$ cat src/rtl/bldc_commutator_pkg.sv
// Shared types and lookup tables for the BLDC six-step commutator.
// Tables are packed with sector/code 0 in the least significant slot.
package bldc_commutator_pkg;

    typedef enum logic [1:0] {
        ST_IDLE,
        ST_DEAD,
        ST_DRIVE,
        ST_FAULT
    } state_t;

    typedef logic [2:0] sector_t;

    localparam logic [2:0] PH_A = 3'b001;
    localparam logic [2:0] PH_B = 3'b010;
    localparam logic [2:0] PH_C = 3'b100;

    // Per hall code {valid, sector}: 001->5 010->3 011->4 100->1 101->0 110->2
    localparam logic [31:0] HALL_TBL = 32'h0A89_CBD0;

    localparam logic [17:0] FWD_HI_TBL = {PH_C, PH_C, PH_B, PH_B, PH_A, PH_A};
    localparam logic [17:0] FWD_LO_TBL = {PH_B, PH_A, PH_A, PH_C, PH_C, PH_B};

    function automatic logic hall_valid(logic [2:0] code);
        return HALL_TBL[{code, 2'b11}];
    endfunction

    function automatic sector_t hall_sector(logic [2:0] code);
        return HALL_TBL[{code, 2'b00} +: 3];
    endfunction

    function automatic logic [2:0] fwd_hi(sector_t s);
        logic [4:0] b;
        b = 5'(s) * 5'd3;
        return FWD_HI_TBL[b +: 3];
    endfunction

    function automatic logic [2:0] fwd_lo(sector_t s);
        logic [4:0] b;
        b = 5'(s) * 5'd3;
        return FWD_LO_TBL[b +: 3];
    endfunction

    function automatic logic sector_adjacent(sector_t a, sector_t b);
        sector_t up;
        sector_t dn;
        up = (a == 3'd5) ? 3'd0 : a + 3'd1;
        dn = (a == 3'd0) ? 3'd5 : a - 3'd1;
        return (b == up) || (b == dn);
    endfunction

endpackage

$ cat src/rtl/bldc_commutator_hall_debounce.sv
// Hall input synchronizer and stability filter; strobe marks each
// acceptance of a code that held steady for DEBOUNCE_CYC cycles.
module hall_debounce #(
    parameter int unsigned DEBOUNCE_CYC = 16
) (
    input  logic       CLK,
    input  logic       RST,
    input  logic [2:0] hall,
    output logic [2:0] code,
    output logic       locked,
    output logic       strobe
);

    localparam logic [7:0] LAST = 8'(DEBOUNCE_CYC - 1);

    logic [2:0] sync1;
    logic [2:0] sync2;
    logic [2:0] sync3;
    logic [2:0] warm;
    logic [7:0] cnt;

    always_ff @(posedge CLK or negedge RST) begin
        if (!RST) begin
            sync1  <= '0;
            sync2  <= '0;
            sync3  <= '0;
            warm   <= '0;
            cnt    <= '0;
            code   <= '0;
            locked <= 1'b0;
            strobe <= 1'b0;
        end else begin
            sync1  <= hall;
            sync2  <= sync1;
            sync3  <= sync2;
            warm   <= {warm[1:0], 1'b1};
            strobe <= 1'b0;
            // Hold off until the synchronizer carries real samples
            if (!warm[2] || sync2 != sync3) begin
                cnt <= '0;
            end else if (cnt < LAST) begin
                cnt <= cnt + 8'd1;
            end else if (cnt == LAST) begin
                cnt    <= cnt + 8'd1;
                code   <= sync2;
                locked <= 1'b1;
                strobe <= 1'b1;
            end
        end
    end

endmodule

$ cat src/rtl/bldc_commutator.sv
// Six-step BLDC commutator with hall debounce and dead-time insertion.
// Define HALL_SEQ_CHECK_EN to fault on non-adjacent sector jumps.
module bldc_commutator
    import bldc_commutator_pkg::*;
#(
    parameter int unsigned DEBOUNCE_CYC = 16,
    parameter int unsigned DEAD_CYC     = 8
) (
    input  logic       CLK,
    input  logic       RST,
    input  logic [2:0] hall,
    input  logic       enable,
    input  logic       dir,
    input  logic       pwm_in,
    output logic [2:0] gate_hi,
    output logic [2:0] gate_lo,
    output logic [2:0] sector,
    output logic       step_pulse,
    output logic       fault
);

    localparam logic [7:0] DEAD_LAST = 8'(DEAD_CYC - 1);

    logic [2:0] acc_code;
    logic       acc_lock;
    logic       acc_stb;

    hall_debounce #(
        .DEBOUNCE_CYC(DEBOUNCE_CYC)
    ) u_deb (
        .CLK   (CLK),
        .RST   (RST),
        .hall  (hall),
        .code  (acc_code),
        .locked(acc_lock),
        .strobe(acc_stb)
    );

    state_t     state;
    logic [7:0] dead_cnt;
    logic       dir_q;
    sector_t    new_sec;
    logic       code_ok;
    logic       acc_valid;
    logic       acc_bad;
    logic       sec_chg;
    logic       seq_bad;
    logic [2:0] hi_pat;
    logic [2:0] lo_pat;

    assign code_ok   = acc_lock && hall_valid(acc_code);
    assign new_sec   = hall_sector(acc_code);
    assign acc_valid = acc_stb && hall_valid(acc_code);
    assign acc_bad   = acc_stb && !hall_valid(acc_code);
    assign sec_chg   = acc_valid && (new_sec != sector);

`ifdef HALL_SEQ_CHECK_EN
    assign seq_bad = sec_chg && !sector_adjacent(sector, new_sec);
`else
    assign seq_bad = 1'b0;
`endif

    // Reverse simply exchanges the high and low phase of each sector
    assign hi_pat = dir ? fwd_lo(sector) : fwd_hi(sector);
    assign lo_pat = dir ? fwd_hi(sector) : fwd_lo(sector);

    always_ff @(posedge CLK or negedge RST) begin
        if (!RST) begin
            state      <= ST_IDLE;
            dead_cnt   <= '0;
            dir_q      <= 1'b0;
            sector     <= '0;
            step_pulse <= 1'b0;
            fault      <= 1'b0;
            gate_hi    <= '0;
            gate_lo    <= '0;
        end else begin
            step_pulse <= sec_chg;
            if (acc_valid)
                sector <= new_sec;
            gate_hi <= '0;
            gate_lo <= '0;
            unique case (state)
                ST_IDLE: begin
                    dead_cnt <= '0;
                    if (enable && code_ok)
                        state <= ST_DEAD;
                end
                ST_DEAD: begin
                    if (!enable) begin
                        state <= ST_IDLE;
                    end else if (acc_bad || seq_bad) begin
                        state <= ST_FAULT;
                        fault <= 1'b1;
                    end else if (sec_chg) begin
                        dead_cnt <= '0;
                    end else if (dead_cnt == DEAD_LAST) begin
                        state   <= ST_DRIVE;
                        dir_q   <= dir;
                        gate_hi <= hi_pat & {3{pwm_in}};
                        gate_lo <= lo_pat;
                    end else begin
                        dead_cnt <= dead_cnt + 8'd1;
                    end
                end
                ST_DRIVE: begin
                    if (!enable) begin
                        state <= ST_IDLE;
                    end else if (acc_bad || seq_bad) begin
                        state <= ST_FAULT;
                        fault <= 1'b1;
                    end else if (sec_chg || dir != dir_q) begin
                        state    <= ST_DEAD;
                        dead_cnt <= '0;
                    end else begin
                        gate_hi <= hi_pat & {3{pwm_in}};
                        gate_lo <= lo_pat;
                    end
                end
                ST_FAULT: begin
                    if (!enable) begin
                        state <= ST_IDLE;
                        fault <= 1'b0;
                    end
                end
            endcase
        end
    end

endmodule

$ cat config.mk
export PLATFORM = sky130hd
export DESIGN_NAME = bldc_commutator
export DESIGN_NICKNAME = d
export VERILOG_FILES = /design/src/rtl/bldc_commutator_pkg.sv /design/src/rtl/bldc_commutator_hall_debounce.sv /design/src/rtl/bldc_commutator.sv
export SDC_FILE = /design/constraint.sdc
export NUM_CORES = 1
export LEC_CHECK = 0
export BUFFER_PORTS_ARGS = -buffer_cell sky130_fd_sc_hd__buf_2
export CAP_MARGIN = 30
export CORE_MARGIN = 4
export CORE_UTILIZATION = 25
export DETAILED_ROUTE_END_ITERATION = 8
export GPL_ROUTABILITY_DRIVEN = 1
export PLACE_DENSITY = 0.46
export SLEW_MARGIN = 30
export SYNTH_ARGS = -nofsm -noshare
export SYNTH_HDL_FRONTEND = slang
export SYNTH_HIERARCHICAL = 1
export SYNTH_SLANG_ARGS = --single-unit
export TNS_END_PERCENT = 20
$ cat constraint.sdc
create_clock -name CLK -period 2.4 [get_ports CLK]
set_input_delay 0.36 -clock CLK [delete_from_list [all_inputs] [get_ports CLK]]
set_output_delay 0.36 -clock CLK [all_outputs]
set_load 0.05 [all_outputs]
## Yosys cells after proc, flatten, opt, wreduce, memory -nomap -nowiden

Memories as Yosys holds them, arrays and structs flattened.
Cells that the tools add are included.

- Register bits after elaboration: 47
- Memory bits (read-only): 8
- Input bits: 8
- Output and inout port bits: 11
- Word-level logic and storage cells: 117
- Memories: 1

- Add/sub/neg operators: 2
- Multiply operators: 1
- $lt $le $gt $ge: 2
- Eq/ne operators: 21
- Shift-type cells: 3
- Muxes and demuxes: 47
- Bitwise logic cells: 5
- Reduce and logical (&&, ||, !) cells: 19

Memories:

| memory | depth | bits a word | rd ports | clocked after Yosys merged registers in | wr ports | RTL line | source |
|---|---|---|---|---|---|---|---|
| (name not given) | 8 | 1 | 1 | 0 | 0 | bldc_commutator_pkg.sv:25 | `return HALL_TBL[{code, 2'b11}];` |

Operator list:

| operator | number |
|---|---|
| $mux W8 | 10 |
| $mux W3 | 16 |
| $shiftx A18 B6 Y3 const A | 2 |
| $shiftx A32 B6 Y3 const A | 1 |
| $pmux W8 S3 | 1 |
| $mux W2 | 9 |
| $add A8 B1 Y8 const B | 2 |
| $ne A2 B2 Y1 const B | 7 |
| $ne A4 B4 Y1 const B | 3 |
| $pmux W3 S2 | 2 |
| $reduce_and A5 Y1 | 2 |
| $eq A8 B3 Y1 const B | 1 |
| $eq A8 B4 Y1 const B | 1 |
| $lt A8 B4 Y1 const B | 1 |
| $pmux W2 S4 | 1 |
| $mux W1 | 7 |
| $reduce_and A7 Y1 | 1 |
| $lt A5 B6 Y1 const B | 1 |
| $ne A3 B3 Y1 | 2 |
| $reduce_bool A3 Y1 | 2 |
| $logic_and A1 B1 Y1 | 5 |
| $mul A3 B2 Y5 const B | 1 |
| $eq A2 B2 Y1 const B | 2 |
| $ne A2 B1 Y1 const B | 2 |
| 13 further kinds | 18 |

## Depth between registers and ports, before layout

- Depth after elaboration: 9
- Gate-level depth with buffers: 9
- Gate-level depth less buffers: 8

## Modules after synthesis

The synthesis kept the hierarchy.

Modules (own cells, without submodules):

| module | times used | cells an instance | area an instance (um^2) | sequential area each (um^2) |
|---|---|---|---|---|
| bldc_commutator | 1 | 173 | 1531.5 | 550.5 |
| hall_debounce | 1 | 58 | 873.3 | 625.6 |

## Least setup slack after synthesis

No wires, ideal clock.

- Path kind: register to register
- Start point: register sector[0]
- End point: register state[1]
- Setup time: 0.080 ns
- Data arrival time: 2.357 ns
- Data required time: 2.320 ns
- Slack: -0.037 ns
- Stages on the path, launching flop included: 7
- Path buffers: 0
- Clock period less this slack: 2.437 ns
- Path through: dfrtp_1 -> clkinv_1 -> a221oi_1 -> o21ai_4 -> mux2i_2 -> or4_4 -> o211ai_2

- Longest elaborated chain between the ends: 5
- Elaborated cells on any way between the ends: 6
- Those cells by class: eq/ne: 3; reduce/logical: 3

Ends and longest elaborated chain:

| element | RTL line | source |
|---|---|---|
| start, declared | bldc_commutator.sv:17 | `output logic [2:0] sector,` |
| start signal, assigned | bldc_commutator.sv:80 | `sector <= new_sec;` |
| $ne A3 B3 Y1 (*) | bldc_commutator.sv:55 | `assign sec_chg = acc_valid && (new_sec != sector);` |
| $logic_and A1 B1 Y1 (*) | bldc_commutator.sv:55 |  |
| $logic_or A1 B1 Y1 | bldc_commutator.sv:112 | `end else if (sec_chg \|\| dir != dir_q) begin` |
| $ne A4 B4 Y1 (no source line) | n/a |  |
| $reduce_and A5 Y1 (no source line) (*) | n/a |  |
| end signal, assigned | bldc_commutator.sv:110 | `state <= ST_FAULT;` |
| end signal, assigned | bldc_commutator.sv:113 | `state <= ST_DEAD;` |
| end signal, assigned | bldc_commutator.sv:122 | `state <= ST_IDLE;` |
| end, declared | bldc_commutator.sv:39 | `state_t state;` |

Mark *: on every way between the ends. The rest lies on a longest branch, timed or not.
A chain may end at the register's enable or synchronous reset.

## Worst setup path in the final report

- Start point: register u_deb.code[1]
- End point: register state[1]

- Elaborated cells on any way between the ends: 21
- Those cells by class: eq/ne: 5; shift: 1; mux: 6; reduce/logical: 8; memory: 1

RTL lines:

| element | RTL line | source |
|---|---|---|
| start, declared | bldc_commutator_hall_debounce.sv:9 | `output logic [2:0] code,` |
| start signal, assigned | bldc_commutator_hall_debounce.sv:45 | `code <= sync2;` |
| $shiftx A32 B6 Y3 (*) | bldc_commutator_pkg.sv:29 | `return HALL_TBL[{code, 2'b00} +: 3];` |
| via new_sec[1] | bldc_commutator.sv:42 | `sector_t new_sec;` |
| $ne A3 B3 Y1 (*) | bldc_commutator.sv:55 |  |
| $logic_and A1 B1 Y1 (*) | bldc_commutator.sv:55 |  |
| $logic_or A1 B1 Y1 | bldc_commutator.sv:112 |  |
| $ne A4 B4 Y1 (no source line) | n/a |  |
| $reduce_and A5 Y1 (no source line) (*) | n/a |  |

Mark *: on every way through the listed nets, which the timed path passes. The rest lies on a longest branch. The select of a mux whose other input is x is not followed.

==> summary.md <==
| Metric | Value |
|---|---|
| Status | `finished, final reports clean` |
| Critical Path Fanout Max | `4` |
| Routed wire length on met3 | `138 um` |
| Netlist Area Pre-Place | `2400 um^2` |
| Post-Layout Cell Count | `roughly 390` |
| Buffers on Ports | `18` |
| Routed Antenna Nets | `0` |
| Width of the die | `~110 um` |
| Fin crit share | `a little over nine tenths` |
| Worst EP required | `2.64 ns` |
| Flop and latch count out of synthesis | `47` |
| Initial antenna violation count | `0` |
| Total die area | `approximately 11000 um^2` |
| Startpoint types | `flop` |
| R2R Path End | `state[1]` |
| First drt pass iteration count | `4` |
| WL/cell | `11.9 um` |
| Static Leak | `1.29 nW` |
| Syn. warnings | `6` |
| Die Height | `approximately 110 um` |
| GRT overflow | `0` |
| Fraction of layout cells with a size suffix above 1 | `~22%` |
| PD cells | `slightly above 700 nW/um^2` |
| Register area | `between 1000 and 1500 um^2` |
| Reg2Reg Setup Slack | `between 0.09 and 0.1 ns` |
| FF-to-FF Start | `u_deb/code[1]` |
| HP Class | `in -> async` |
| Diode count | `0` |
| GRT Overall Usage | `a little under 9%` |
| Hold Vio Cnt, Final | `0` |
| Max-cap viol count | `0` |
| H-tree depth | `2` |
| Mapped Nets | `253` |
| Detailed Route Iter0 Violations | `33` |
| Initial core utilization | `25.9%` |
| Fmax | `around 0.43 GHz` |
| Num ports | `19` |
| Final wirelength | `between 4000 and 5000 um` |
| Via density | `4.48` |
| Number of placed instances with taps included | `380` |
| Clk buf depth | `2` |
| Final setup fails | `0` |
| Synthesis-to-layout area growth | `19.0%` |
| CP arrival | `2.54 ns` |
| DR DRC count | `0` |
| DP HPWL | `3340 um` |
| Highest Signal Layer | `met4` |
| Crit. End Element | `flop` |
| Cells on worst reg2reg path | `8` |
| Clock root buffer | `clkbuf_8` |
| Number of global-route vias before repair | `between 1500 and 2000` |
| Worst ir drop on vdd | `0.277 mV` |
| Met2 WL | `between 2000 and 2500 um` |
| GP Congestion | `0.776` |
| Final min period | `2.30 ns` |
| TritonCTS clock tree | `done` |
| Vias | `1765` |
| CTS Buf Count | `5` |
| Final #Nets | `286` |
| Instance count of the mapped netlist | `231` |
| CORE AREA | `9280 um^2` |
| Slew Limit Fails | `0` |
| Row Count | `35` |
| Filler cell count in the final layout | `983` |
| Area of the multi-input gates | `1150 um^2` |
| Clock Skew | `0.00798 ns` |
| First-pass GRT wire length | `8000 um` |
| Avg Cell Area, Syn | `10.4 um^2` |
| Util after Layout | `about 31%` |
| WS Path Type | `reg -> reg` |
| Unique masters post-synth | `50` |
| Sink Count | `47` |
| Seq/Total Area, Yosys | `48.9%` |
| Clock Latency Late Sink | `0.31 ns` |
| Largest net degree at the start of global routing | `25` |
| Met1 wire length | `2310 um` |
| Clock-pin slew on the worst setup and hold paths | `0.10 ns` |
-- layout make-up --
cell class                      count  share of cell area, %
Multi-Input combinational cell    157                   40.1
Clock inverter                      3                   1.01
Timing Repair Buffer               30                   6.73
Tap cell                          129                   5.64
Clock buffer                        5                   2.40
Inverter                           23                   3.02
Sequential cell                    47                   41.1
-- where the power goes --
group          internal, mW  switching, mW  total (mW)
clock                 0.220          0.308       0.529
sequential            0.845         0.0541       0.899
combinational         0.251          0.372       0.624
total                  1.32          0.735        2.05
-- logic make-up (layout without fill, tap and decap cells) --
family | Yosys count | after routing | share of synthesized area, %
buffers and inverters | 27 | 61 | 4.53
AND/OR/NAND/NOR | 79 | 79 | 17.3
other | 1 | 1 | 0.156
multiplexers | 9 | 9 | 4.73
adder cells (fa/ha/maj) | 14 | 14 | 7.28
flip-flops | 47 | 47 | 48.9
XOR/XNOR | 8 | 8 | 2.91
AO/OA/AOI/OAI | 46 | 46 | 14.2
-- cell usage after synthesis, drive strengths merged --
library cell | count | area [um^2]
dfrtp | 47 | 1180
a211o | 1 | 8.76
nor4 | 2 | 27.5
a31oi | 7 | 43.8
ha | 14 | 175
a21oi | 8 | 51.3
nor4bb | 1 | 10.0
a221oi | 2 | 23.8
o22ai | 4 | 25.0
buf | 1 | 11.3
clkinv | 1 | 3.75
nand2 | 20 | 77.6
nor3 | 8 | 40.0
clkbuf | 3 | 11.3
mux2 | 4 | 56.3
or2b | 1 | 7.51
inv | 22 | 82.6
mux2i | 5 | 57.6
o211ai | 2 | 20.0
or4 | 1 | 11.3
a211oi | 4 | 30.0
nand2b | 3 | 21.3
nor2b | 1 | 6.26
xnor2 | 5 | 43.8
and3 | 4 | 25.0
o221ai | 2 | 17.5
conb | 1 | 3.75
nand3 | 8 | 40.0
o21ai | 12 | 71.3
and2 | 2 | 15.0
o31ai | 2 | 15.0
a2bb2oi | 1 | 26.3
or3 | 1 | 11.3
nand4 | 6 | 43.8
xor2 | 3 | 26.3
nor2 | 21 | 78.8
o31a | 1 | 8.76
-- cell usage in the layout, fill, tap and decap left out, types with 3 or more instances in the layout --
| cell | synthesis | final |
|---|---|---|
| a211oi_1 | 4 | 4 |
| a21oi_1 | 7 | 7 |
| a31oi_1 | 7 | 7 |
| and3_1 | 4 | 4 |
| buf_2 | 0 | 18 |
| buf_4 | 0 | 11 |
| clkbuf_8 | 0 | 5 |
| dfrtp_1 | 47 | 46 |
| ha_1 | 14 | 13 |
| inv_1 | 21 | 21 |
| mux2_4 | 3 | 3 |
| mux2i_1 | 3 | 3 |
| nand2_1 | 19 | 19 |
| nand3_1 | 8 | 8 |
| nand4_1 | 5 | 5 |
| nor2_1 | 21 | 21 |
| nor3_1 | 8 | 8 |
| o21ai_0 | 6 | 6 |
| o21ai_1 | 5 | 5 |
| o22ai_1 | 4 | 4 |
| xnor2_1 | 5 | 5 |
| xor2_1 | 3 | 3 |
-- state kept, by name, indices dropped and copies added (netlist names) --
signal,flops
dead_cnt,8
u_deb/cnt,8
gate_hi,3
gate_lo,3
sector,3
u_deb/code,3
u_deb/sync1,3
u_deb/sync2,3
u_deb/sync3,3
u_deb/warm,3
state,2
dir_q,1
fault,1
step_pulse,1
u_deb/locked,1
u_deb/strobe,1
-- stage by stage --
step	area [um^2]	setup slack (ns)	TNS (ns)	hold WS, ns	total power, mW
global route	2860	-0.00190	-0.00190	0.0552	2.19
global placement	2680	0.118	0	0.331	1.54
finish	2860	0.0976	0	0.0364	2.05
CTS	2780	0.0619	0	0.0498	2.08
floorplan	2410	0.160	0	0.0644	1.37
detailed placement	2680	0.0947	0	0.335	1.54
-- how the worst max path moves through the flow --
stage | from | endpoint | depth (start not counted)
CTS | u_deb/code[0] | state[1] | 7
floorplan | sector[2] | state[1] | 6
detailed placement | u_deb/code[0] | state[1] | 7
finish | u_deb/code[1] | state[1] | 8
global placement | u_deb/code[0] | state[1] | 7
global route | u_deb/code[1] | state[1] | 8
-- repair_timing --
item,in CTS,in global routing
setup endpoints to repair,0,1
hold buffers,0,0
resized for setup,0,3
setup buffers,0,6
-- worst max-delay path, cell delays in order, from the launching register on --
cell	delay, ns
dfrtp_1	0.42
buf_4	0.14
ha_1	0.20
xor2_1	0.17
a221oi_2	0.27
o21ai_4	0.15
mux2i_4	0.23
or4_4	0.49
o211ai_2	0.17
-- metal layers --
metal	track usage, %	up-vias
met2	13.6	26
li1	-	872
met1	11.7	860
met3	2.06	7
met5	0	-
met4	3.05	0
(Power assumes the default switching activity.)
